===== src/rtl/multi_pulse_generator_pkg.sv =====
// Shared types for the multi-channel pulse generator: edge-select encodings,
// per-channel state encoding and the edge qualification helper.
package multi_pulse_generator_pkg;

  typedef enum logic [1:0] {
    EDGE_RISE = 2'b00,
    EDGE_FALL = 2'b01,
    EDGE_BOTH = 2'b10,
    EDGE_NONE = 2'b11
  } edge_sel_e;

  typedef enum logic {
    CH_IDLE   = 1'b0,
    CH_ACTIVE = 1'b1
  } chan_state_e;

  // True when the prev->cur transition matches the selected start condition.
  function automatic logic edge_qualified(input edge_sel_e sel,
                                          input logic      prev,
                                          input logic      cur);
    logic q;
    q = 1'b0;
    case (sel)
      EDGE_RISE: q = ~prev &  cur;
      EDGE_FALL: q =  prev & ~cur;
      EDGE_BOTH: q =  prev ^  cur;
      default:   q = 1'b0;
    endcase
    return q;
  endfunction

endpackage


===== src/rtl/multi_pulse_generator_if.sv =====
// Control/status bundle of the pulse generator; master drives the controls,
// slave (the generator) drives the pulse/status outputs.
interface multi_pulse_generator_if #(
  parameter int unsigned CHANNELS = 4,
  parameter int unsigned CNT_W    = 16
);
  logic                enable;
  logic [CHANNELS-1:0] trigger;
  logic [1:0]          edge_sel;
  logic                retrigger;
  logic [CNT_W-1:0]    width;
  logic                clear_missed;
  logic [CHANNELS-1:0] pulse;
  logic [CHANNELS-1:0] done;
  logic [CHANNELS-1:0] missed;
  logic                busy;

  modport master (
    output enable, trigger, edge_sel, retrigger, width, clear_missed,
    input  pulse, done, missed, busy
  );

  modport slave (
    input  enable, trigger, edge_sel, retrigger, width, clear_missed,
    output pulse, done, missed, busy
  );
endinterface


===== src/rtl/multi_pulse_generator_pulse_channel.sv =====
// One pulse channel: trigger edge detector, pulse-width counter and the
// IDLE/ACTIVE state machine with retrigger/missed handling.
module pulse_channel
  import multi_pulse_generator_pkg::*;
#(
  parameter int unsigned CNT_W = 16
) (
  input  logic             clk,
  input  logic             rst_n,
  input  logic             enable,
  input  logic             trigger,
  input  edge_sel_e        edge_sel,
  input  logic             retrigger,
  input  logic [CNT_W-1:0] width,
  input  logic             clear_missed,
  output logic             pulse,
  output logic             done,
  output logic             missed
);

  chan_state_e      state_q, state_d;
  logic [CNT_W-1:0] cnt_q, cnt_d;
  logic             prev_q;
  logic             pulse_q, pulse_d;
  logic             done_q, done_d;
  logic             missed_q, missed_d;
  logic             start;
  logic [CNT_W-1:0] load_len;

  // enable gates only the use of an edge; prev always follows trigger.
  assign start    = enable & edge_qualified(edge_sel, prev_q, trigger);
  assign load_len = (width == '0) ? CNT_W'(1) : width;

  always_comb begin
    state_d  = state_q;
    cnt_d    = cnt_q;
    done_d   = 1'b0;
    missed_d = missed_q & ~clear_missed;
    case (state_q)
      CH_IDLE: begin
        if (start) begin
          state_d = CH_ACTIVE;
          cnt_d   = load_len;
        end
      end
      CH_ACTIVE: begin
        // A restart on the final count cycle wins over expiry, so no done.
        if (start && retrigger) begin
          cnt_d = load_len;
        end else begin
          if (start) begin
            missed_d = 1'b1;
          end
          if (cnt_q <= CNT_W'(1)) begin
            state_d = CH_IDLE;
            cnt_d   = '0;
            done_d  = 1'b1;
          end else begin
            cnt_d = cnt_q - CNT_W'(1);
          end
        end
      end
      default: begin
        state_d = CH_IDLE;
        cnt_d   = '0;
      end
    endcase
    pulse_d = (state_d == CH_ACTIVE);
  end

  always_ff @(posedge clk or negedge rst_n) begin
    if (!rst_n) begin
      state_q  <= CH_IDLE;
      cnt_q    <= '0;
      prev_q   <= 1'b0;
      pulse_q  <= 1'b0;
      done_q   <= 1'b0;
      missed_q <= 1'b0;
    end else begin
      state_q  <= state_d;
      cnt_q    <= cnt_d;
      prev_q   <= trigger;
      pulse_q  <= pulse_d;
      done_q   <= done_d;
      missed_q <= missed_d;
    end
  end

  assign pulse  = pulse_q;
  assign done   = done_q;
  assign missed = missed_q;

endmodule


===== src/rtl/multi_pulse_generator.sv =====
// Multi-channel pulse generator top: replicates pulse_channel per trigger bit
// and derives the aggregate busy flag.
module multi_pulse_generator
  import multi_pulse_generator_pkg::*;
#(
  parameter int unsigned CHANNELS = 4,
  parameter int unsigned CNT_W    = 16
) (
  input  logic                    clk,
  input  logic                    rst_n,
  multi_pulse_generator_if.slave  bus
);

  logic [CHANNELS-1:0] pulse_w;
  logic [CHANNELS-1:0] done_w;
  logic [CHANNELS-1:0] missed_w;
  edge_sel_e           edge_sel;

  assign edge_sel = edge_sel_e'(bus.edge_sel);

  for (genvar i = 0; i < CHANNELS; i++) begin : g_ch
    pulse_channel #(
      .CNT_W (CNT_W)
    ) u_ch (
      .clk          (clk),
      .rst_n        (rst_n),
      .enable       (bus.enable),
      .trigger      (bus.trigger[i]),
      .edge_sel     (edge_sel),
      .retrigger    (bus.retrigger),
      .width        (bus.width),
      .clear_missed (bus.clear_missed),
      .pulse        (pulse_w[i]),
      .done         (done_w[i]),
      .missed       (missed_w[i])
    );
  end

  assign bus.pulse  = pulse_w;
  assign bus.done   = done_w;
  assign bus.missed = missed_w;
  assign bus.busy   = |pulse_w;

endmodule


===== src/flat_wrapper.sv =====
// flat-port wrapper written by rule: the top's interface ports become plain ports
module multi_pulse_generator_flat import multi_pulse_generator_pkg::*;
#(
  parameter int unsigned CHANNELS = 4,
  parameter int unsigned CNT_W    = 16
)
  (clk, rst_n, bus_enable, bus_trigger, bus_edge_sel, bus_retrigger, bus_width, bus_clear_missed, bus_pulse, bus_done, bus_missed, bus_busy);
  multi_pulse_generator_if #(.CHANNELS(CHANNELS), .CNT_W(CNT_W)) bus_i ();
  input  logic clk;
  input  logic rst_n;
  input wire logic [$bits(bus_i.enable)-1:0] bus_enable;
  input wire logic [$bits(bus_i.trigger)-1:0] bus_trigger;
  input wire logic [$bits(bus_i.edge_sel)-1:0] bus_edge_sel;
  input wire logic [$bits(bus_i.retrigger)-1:0] bus_retrigger;
  input wire logic [$bits(bus_i.width)-1:0] bus_width;
  input wire logic [$bits(bus_i.clear_missed)-1:0] bus_clear_missed;
  output wire logic [$bits(bus_i.pulse)-1:0] bus_pulse;
  output wire logic [$bits(bus_i.done)-1:0] bus_done;
  output wire logic [$bits(bus_i.missed)-1:0] bus_missed;
  output wire logic [$bits(bus_i.busy)-1:0] bus_busy;
  assign bus_i.enable = bus_enable;
  assign bus_i.trigger = bus_trigger;
  assign bus_i.edge_sel = bus_edge_sel;
  assign bus_i.retrigger = bus_retrigger;
  assign bus_i.width = bus_width;
  assign bus_i.clear_missed = bus_clear_missed;
  assign bus_pulse = bus_i.pulse;
  assign bus_done = bus_i.done;
  assign bus_missed = bus_i.missed;
  assign bus_busy = bus_i.busy;
  multi_pulse_generator #(.CHANNELS(CHANNELS), .CNT_W(CNT_W)) u_core (.clk(clk), .rst_n(rst_n), .bus(bus_i));
endmodule

===== config.mk =====
export PLATFORM = sky130hd
export DESIGN_NAME = multi_pulse_generator_flat
export DESIGN_NICKNAME = d
export VERILOG_FILES = /design/src/rtl/multi_pulse_generator_pkg.sv /design/src/rtl/multi_pulse_generator_if.sv /design/src/rtl/multi_pulse_generator_pulse_channel.sv /design/src/rtl/multi_pulse_generator.sv /design/src/flat_wrapper.sv
export SDC_FILE = /design/constraint.sdc
export NUM_CORES = 1
export LEC_CHECK = 0
export CORE_UTILIZATION = 40
export CTS_CLUSTER_SIZE = 16
export DETAILED_ROUTE_END_ITERATION = 12
export PLACE_DENSITY = 0.62
export SYNTH_ARGS = -nofsm -noshare
export SYNTH_HDL_FRONTEND = slang
export SYNTH_HIERARCHICAL = 1
export SYNTH_SLANG_ARGS = --single-unit

===== constraint.sdc =====
create_clock -name clk -period 2.5 [get_ports clk]
set_input_delay 0.25 -clock clk [delete_from_list [all_inputs] [get_ports clk]]
set_output_delay 0.25 -clock clk [all_outputs]
set_load 0.02 [all_outputs]

* After elaboration in Yosys (flattened, before gate mapping) *
Index checks and enable logic that the tools add are counted.
Widths: inputs -> output; s select.

cells by class
  $add $sub $neg = 4
  magnitude comparators = 4
  muxes and demuxes = 61
  reduce and logical (&&, ||, !) cells = 7
  equal/unequal tests = 6
  bitwise gates (word level) = 33

operator list
  kind                   count
  $mux 16                13
  $pmux 16 s2            4
  $le 16x1->1 const B    4
  $sub 16x1->16 const B  4
  $mux 1                 36
  $and 1x1->1            16
  $logic_not 16->1       1
  $not 1->1              13
  $pmux 1 s3             4
  $ne 2x2->1 const B     4
  $pmux 1 s2             4
  $logic_and 1x1->1      4
  $reduce_or 4->1        1
  $xor 1x1->1            4
  $eq 2x1->1 const B     1
  $eq 2x2->1 const B     1
  $logic_not 2->1        1

storage, ports and cells
  register bits = 80
  logic and storage cells = 135
  output and inout bits = 13

* Longest topological paths before layout *
  depth after elaboration = 7
  gate-level depth with buffers = 10

* Cells and area by module *
The synthesis kept the hierarchy.

by module, submodules not included
  module                                   cells each  area an instance (µm²)  instances
  pulse_channel (u_core.g_ch[0].u_ch ...)  158         1446.4                  2
  pulse_channel (u_core.g_ch[2].u_ch ...)  162         1412.6                  2
  multi_pulse_generator                    1           7.5                     1

* Worst setup path after synthesis *
No wires, ideal clock.

  path kind = register -> register
  start point = reg u_core.g_ch[2].u_ch.prev_q
  end point = reg u_core.g_ch[2].u_ch.cnt_q[4]
  data arrival time = 2.084 ns
  stages on the path, launching flop included = 9
  setup time = 0.066 ns
  data required time = 2.434 ns
  slack = 0.350 ns
  period minus slack after synthesis = 2.150 ns
  path through = dfrtp_1 ha_1 nor2b_1 or4_1 buf_2 and2_1 buf_2 o41ai_1 a22o_1

on the way
  word-level cells in the longest chain between the ends = 7
  elaborated cells on any way between the ends = 10
  those cells by class = eq/ne: 1; mux: 3; bitwise: 5; reduce/logical: 1

RTL lines
  item                      line                                       source
  start: declaration        multi_pulse_generator_pulse_channel.sv:23  logic prev_q;
  start signal: assignment  multi_pulse_generator_pulse_channel.sv:82  prev_q <= trigger;
  $not 1->1                 multi_pulse_generator_pkg.sv:24            EDGE_RISE: q = ~prev & cur;
  $and 1x1->1               multi_pulse_generator_pkg.sv:24
  $pmux 1 s3 (*)            multi_pulse_generator_pkg.sv:23            case (sel)
  $and 1x1->1 (*)           multi_pulse_generator_pulse_channel.sv:31  assign start = enable & edge_qualified(edge_sel, prev_q, trigger);
  $logic_and 1x1->1         multi_pulse_generator_pulse_channel.sv:48  if (start && retrigger) begin
  $mux 16                   multi_pulse_generator_pulse_channel.sv:48
  $pmux 16 s2               multi_pulse_generator_pulse_channel.sv:39  case (state_q)
  end signal: assignment    multi_pulse_generator_pulse_channel.sv:81  cnt_q <= cnt_d;
  end: declaration          multi_pulse_generator_pulse_channel.sv:22  logic [CNT_W-1:0] cnt_q, cnt_d;

Every way passes the cells marked *; elsewhere a longest branch is shown, timed or not.
A chain may end at the register's enable or synchronous reset.

* Final worst setup path *
  start point = reg u_core.g_ch[2].u_ch.cnt_q[8]
  end point = reg u_core.g_ch[2].u_ch.cnt_q[3]

on the way
  word-level cells in the longest chain between the ends = 4

RTL lines
  item         line                                       source
  $le 16x1->1  multi_pulse_generator_pulse_channel.sv:54  if (cnt_q <= CNT_W'(1)) begin
  $mux 16      multi_pulse_generator_pulse_channel.sv:54
  $mux 16      multi_pulse_generator_pulse_channel.sv:48
  $pmux 16 s2  multi_pulse_generator_pulse_channel.sv:39

Every way passes these cells.

==> impl_metrics.yaml <==
logic_synthesis:
  netlist_area_mm2: 0.005725
  synth-seq-cells: 80
  synth_area_leaders: "dfrtp_1 35%, nand2_1 3.8%, nand3_1 3.7%, o31ai_1 3.7%, ha_1 3.5%"
  synthArstFlopShare: 1.000
  synth_top_area_share: 0.3497
  synth-compound-area-share: 0.2216
  synthFlopType: "dfrtp_1"
  synthCells: 641
  synth-simple-area-share: 0.2990
  synth_edf_count: 0
  ys.warnings.count: 6
  synth_top_family_by_area: "simple AND/OR/NAND/NOR gates"
  synth_mux_area_frac: 0.006993
  synth_xor_area_frac: 0.01224
  yosys.area.top_type: "dfrtp_1"
  synth_nets: 684
  synthAdderAreaFrac: 0.03497
  ys_seq_area_frac: 0.3497
  synth_area_per_cell_um2: 8.932
  synth_cell_types: 60
timing:
  period_share: 0.9528
  fin_setup_tns_ns: 0
  fin_hold_ws_ns: 0.4357
  period_needed_ns: 2.382
  grt_setup_unrepaired: "no"
  setup_ws_ns: 0.1180
  fmax_ghz: 0.4198
  worstMarginPinSlew_ns: 0.5734
  finalSetupViolCount: 0
  drv_slew: 0
  skew_ns: 0.007296
  hold_viol_final: 0
  relSlewSlack: 0.6178
routing:
  drc_errors: 0
  detail_route.vias_per_cell: 6.137
  routedWlPerCell_um: 19.07
  dr.pass1.iters: 5
  wl_mm: 17.39
  drtIter0Drc: 578
  drtAntennaViolNets: 0
  vias: 5597
clock_tree:
  cts_tree: "done"
  cts_made_buffers: 9
  clk_latency_ns: 0.35
  cts_setup_buffers: 0
  clk_path_buf_depth: 2
  postCtsResizedCells: 0
  clock-sinks: 80
  cts_root_buf: "clkbuf_16"
  clkTransAtPathRegs_ns: 0.06
  htree_levels: 3
setup_path:
  required_ns: 2.74
  crit_type: "reg -> reg"
  path_buf_inv: 0
  r2r_start: "u_core/g_ch[2].u_ch/cnt_q[8]"
  worstPathArrival_ns: 2.62
  rr_worst_depth: 5
  critical_path.most_common_cell: "or3_4"
  crit_family: "simple AND/OR/NAND/NOR gates"
  path_cells: "or3_4 -> or3_4 -> or3_1 -> a31o_1 -> a22o_1"
  cp_slowest_stage_delay_ns: 0.56
  r2r_end: "u_core/g_ch[2].u_ch/cnt_q[3]"
  regToRegSetupSlack_ns: 0.12
  worstSetupStartpointType: "flip-flop"
  end_kind: "flip-flop"
  crit_fanout: 10
  critPathSlowestCell: "or3_1"
die:
  placement_rows: 43
  core_mm2: 0.01393
  die_y_um: 121.6
  die_w_um: 121.6
  die-area_mm2: 0.01480
  start_util: 0.4109
  ios: 40
global_routing:
  grt_start_max_net_pins: 42
  grt_pass1_vias: 5482
  grt_util_all_layers: 0.2494
  antenna_found_initial: 0
  globalRouteOverflowTotal: 0
  grt_first_pass_wirelength_mm: 28.55
final_layout:
  drive_above_1_share: 0.1653
  syn2layout_area_growth_pct: 21.35
  mostFrequentLayoutCell: "dfrtp_1"
  diodes: 0
  fin_nets: 770
  most-common-layout-cells: "80 x dfrtp_1, 64 x buf_4, 58 x nand2_1, 48 x inv_1"
placed_design:
  place_hpwl_mm: 12.58
  io_buffer_count: 39
  pre_cts_ws_ns: -0.1132
  gp_congestion: 0.8756
worst_hold_path:
  hp-class: "in -> async"
flow_run:
  maxCapViolCount: 0
pwr:
  ir_drop_mv: 0.6464
  p_per_area_mw_per_mm2: 876.4
  leakage_nw: 2.945
outcome:
  status: "completed"
-- stage by stage --
step / cells / total power, W / instance area, um2 / util
floorplan: 641 / 0.004039 / 5725 / -
global placement: 895 / 0.004615 / 6649 / 0.4771
detailed placement: 895 / 0.004719 / 6649 / 0.4771
CTS: 912 / 0.006079 / 6948 / 0.4986
global route: 912 / 0.006487 / 6948 / 0.4986
finish: 912 / 0.006089 / 6948 / 0.4986
-- layout make-up --
cell class                      count  area, um2
Tap cell                          180      225.2
Multi-Input combinational cell    481       3301
Inverter                           48      180.2
Fill cell                        1313       6987
Clock inverter                      6      60.06
Sequential cell                    80       2002
Timing Repair Buffer              107      950.9
Clock buffer                       10      229.0
-- Yosys cell counts, drive strengths merged, types with 4 or more instances --
| cell | number |
|---|---|
| o31a | 6 |
| nand2 | 58 |
| a211o | 8 |
| a32oi | 10 |
| a21boi | 4 |
| buf | 18 |
| xnor2 | 4 |
| o22ai | 4 |
| o211ai | 12 |
| o31ai | 28 |
| mux2i | 4 |
| nor2b | 4 |
| ha | 16 |
| or3 | 24 |
| nand3 | 42 |
| and2 | 6 |
| o41ai | 4 |
| nand4 | 16 |
| inv | 48 |
| a211oi | 4 |
| a21oi | 8 |
| a22o | 10 |
| nor3 | 26 |
| a22oi | 14 |
| o21ai | 8 |
| a31oi | 14 |
| xor2 | 4 |
| dfrtp | 80 |
| nand2b | 16 |
| and3 | 8 |
| clkbuf | 14 |
| nor4 | 28 |
| or4 | 11 |
| o221ai | 14 |
| nor2 | 42 |
-- report_power, final --
group / internal (W) / total, W / leakage, nW / switching (W)
sequential: 0.00182 / 0.00253 / 0.966 / 0.000709
combinational: 0.00111 / 0.00223 / 1.84 / 0.00112
clock: 0.000769 / 0.00133 / 0.138 / 0.000564
total: 0.00369 / 0.00609 / 2.94 / 0.00240
-- layer usage --
layer  global-route usage  share of wire  up-vias
met3              0.04869          0.053       21
met5                    0              0        -
met4              0.07176          0.018        0
li1                     -              -     2635
met1               0.3386           0.46     2737
met2               0.4013           0.47      204
-- kinds of logic after synthesis --
kind of cell | after synthesis
simple gates | 291
fa+ha+maj | 16
mux | 4
xor+xnor | 8
flops | 80
buf+inv | 80
compound gates | 162
-- how the worst max path moves through the flow --
| stage | cells past startpoint | start | slack, ns | endpoint |
|---|---|---|---|---|
| final | 5 | u_core/g_ch[2].u_ch/cnt_q[8] | 0.12 | u_core/g_ch[2].u_ch/cnt_q[3] |
| after global routing | 5 | u_core/g_ch[2].u_ch/cnt_q[8] | 0.06 | u_core/g_ch[2].u_ch/cnt_q[3] |
| after CTS | 5 | u_core/g_ch[2].u_ch/cnt_q[8] | 0.14 | u_core/g_ch[2].u_ch/cnt_q[3] |
| after detailed placement | 9 | bus_trigger[2] | -0.11 | u_core/g_ch[2].u_ch/cnt_q[4] |
| after global placement | 9 | bus_trigger[3] | -0.03 | u_core/g_ch[3].u_ch/cnt_q[4] |
| after floorplan | 8 | u_core/g_ch[2].u_ch/prev_q | 0.35 | u_core/g_ch[2].u_ch/cnt_q[4] |
-- worst reg2reg max path, delay by kind of cell, from the launching register on --
family             cells  cell delay (ns)
AOI/OAI and AO/OA      2             0.46
and+or+nand+nor        3             1.37
DFF                    1             0.44
-- state kept, by name (all words and copies together), names as in the netlist --
| name | flops |
|---|---|
| u_core/g_ch.u_ch/pulse | 4 |
| u_core/g_ch.u_ch/cnt_q | 64 |
| u_core/g_ch.u_ch/missed | 4 |
| u_core/g_ch.u_ch/prev_q | 4 |
| u_core/g_ch.u_ch/done | 4 |
-- repair_timing --
action                                  in CTS  in global routing
hold buffers                                 1                  0
hold endpoints to repair                    39                  0
endpoints found under the setup margin       0                  0
Note: power is estimated with default switching activity, not from simulation.
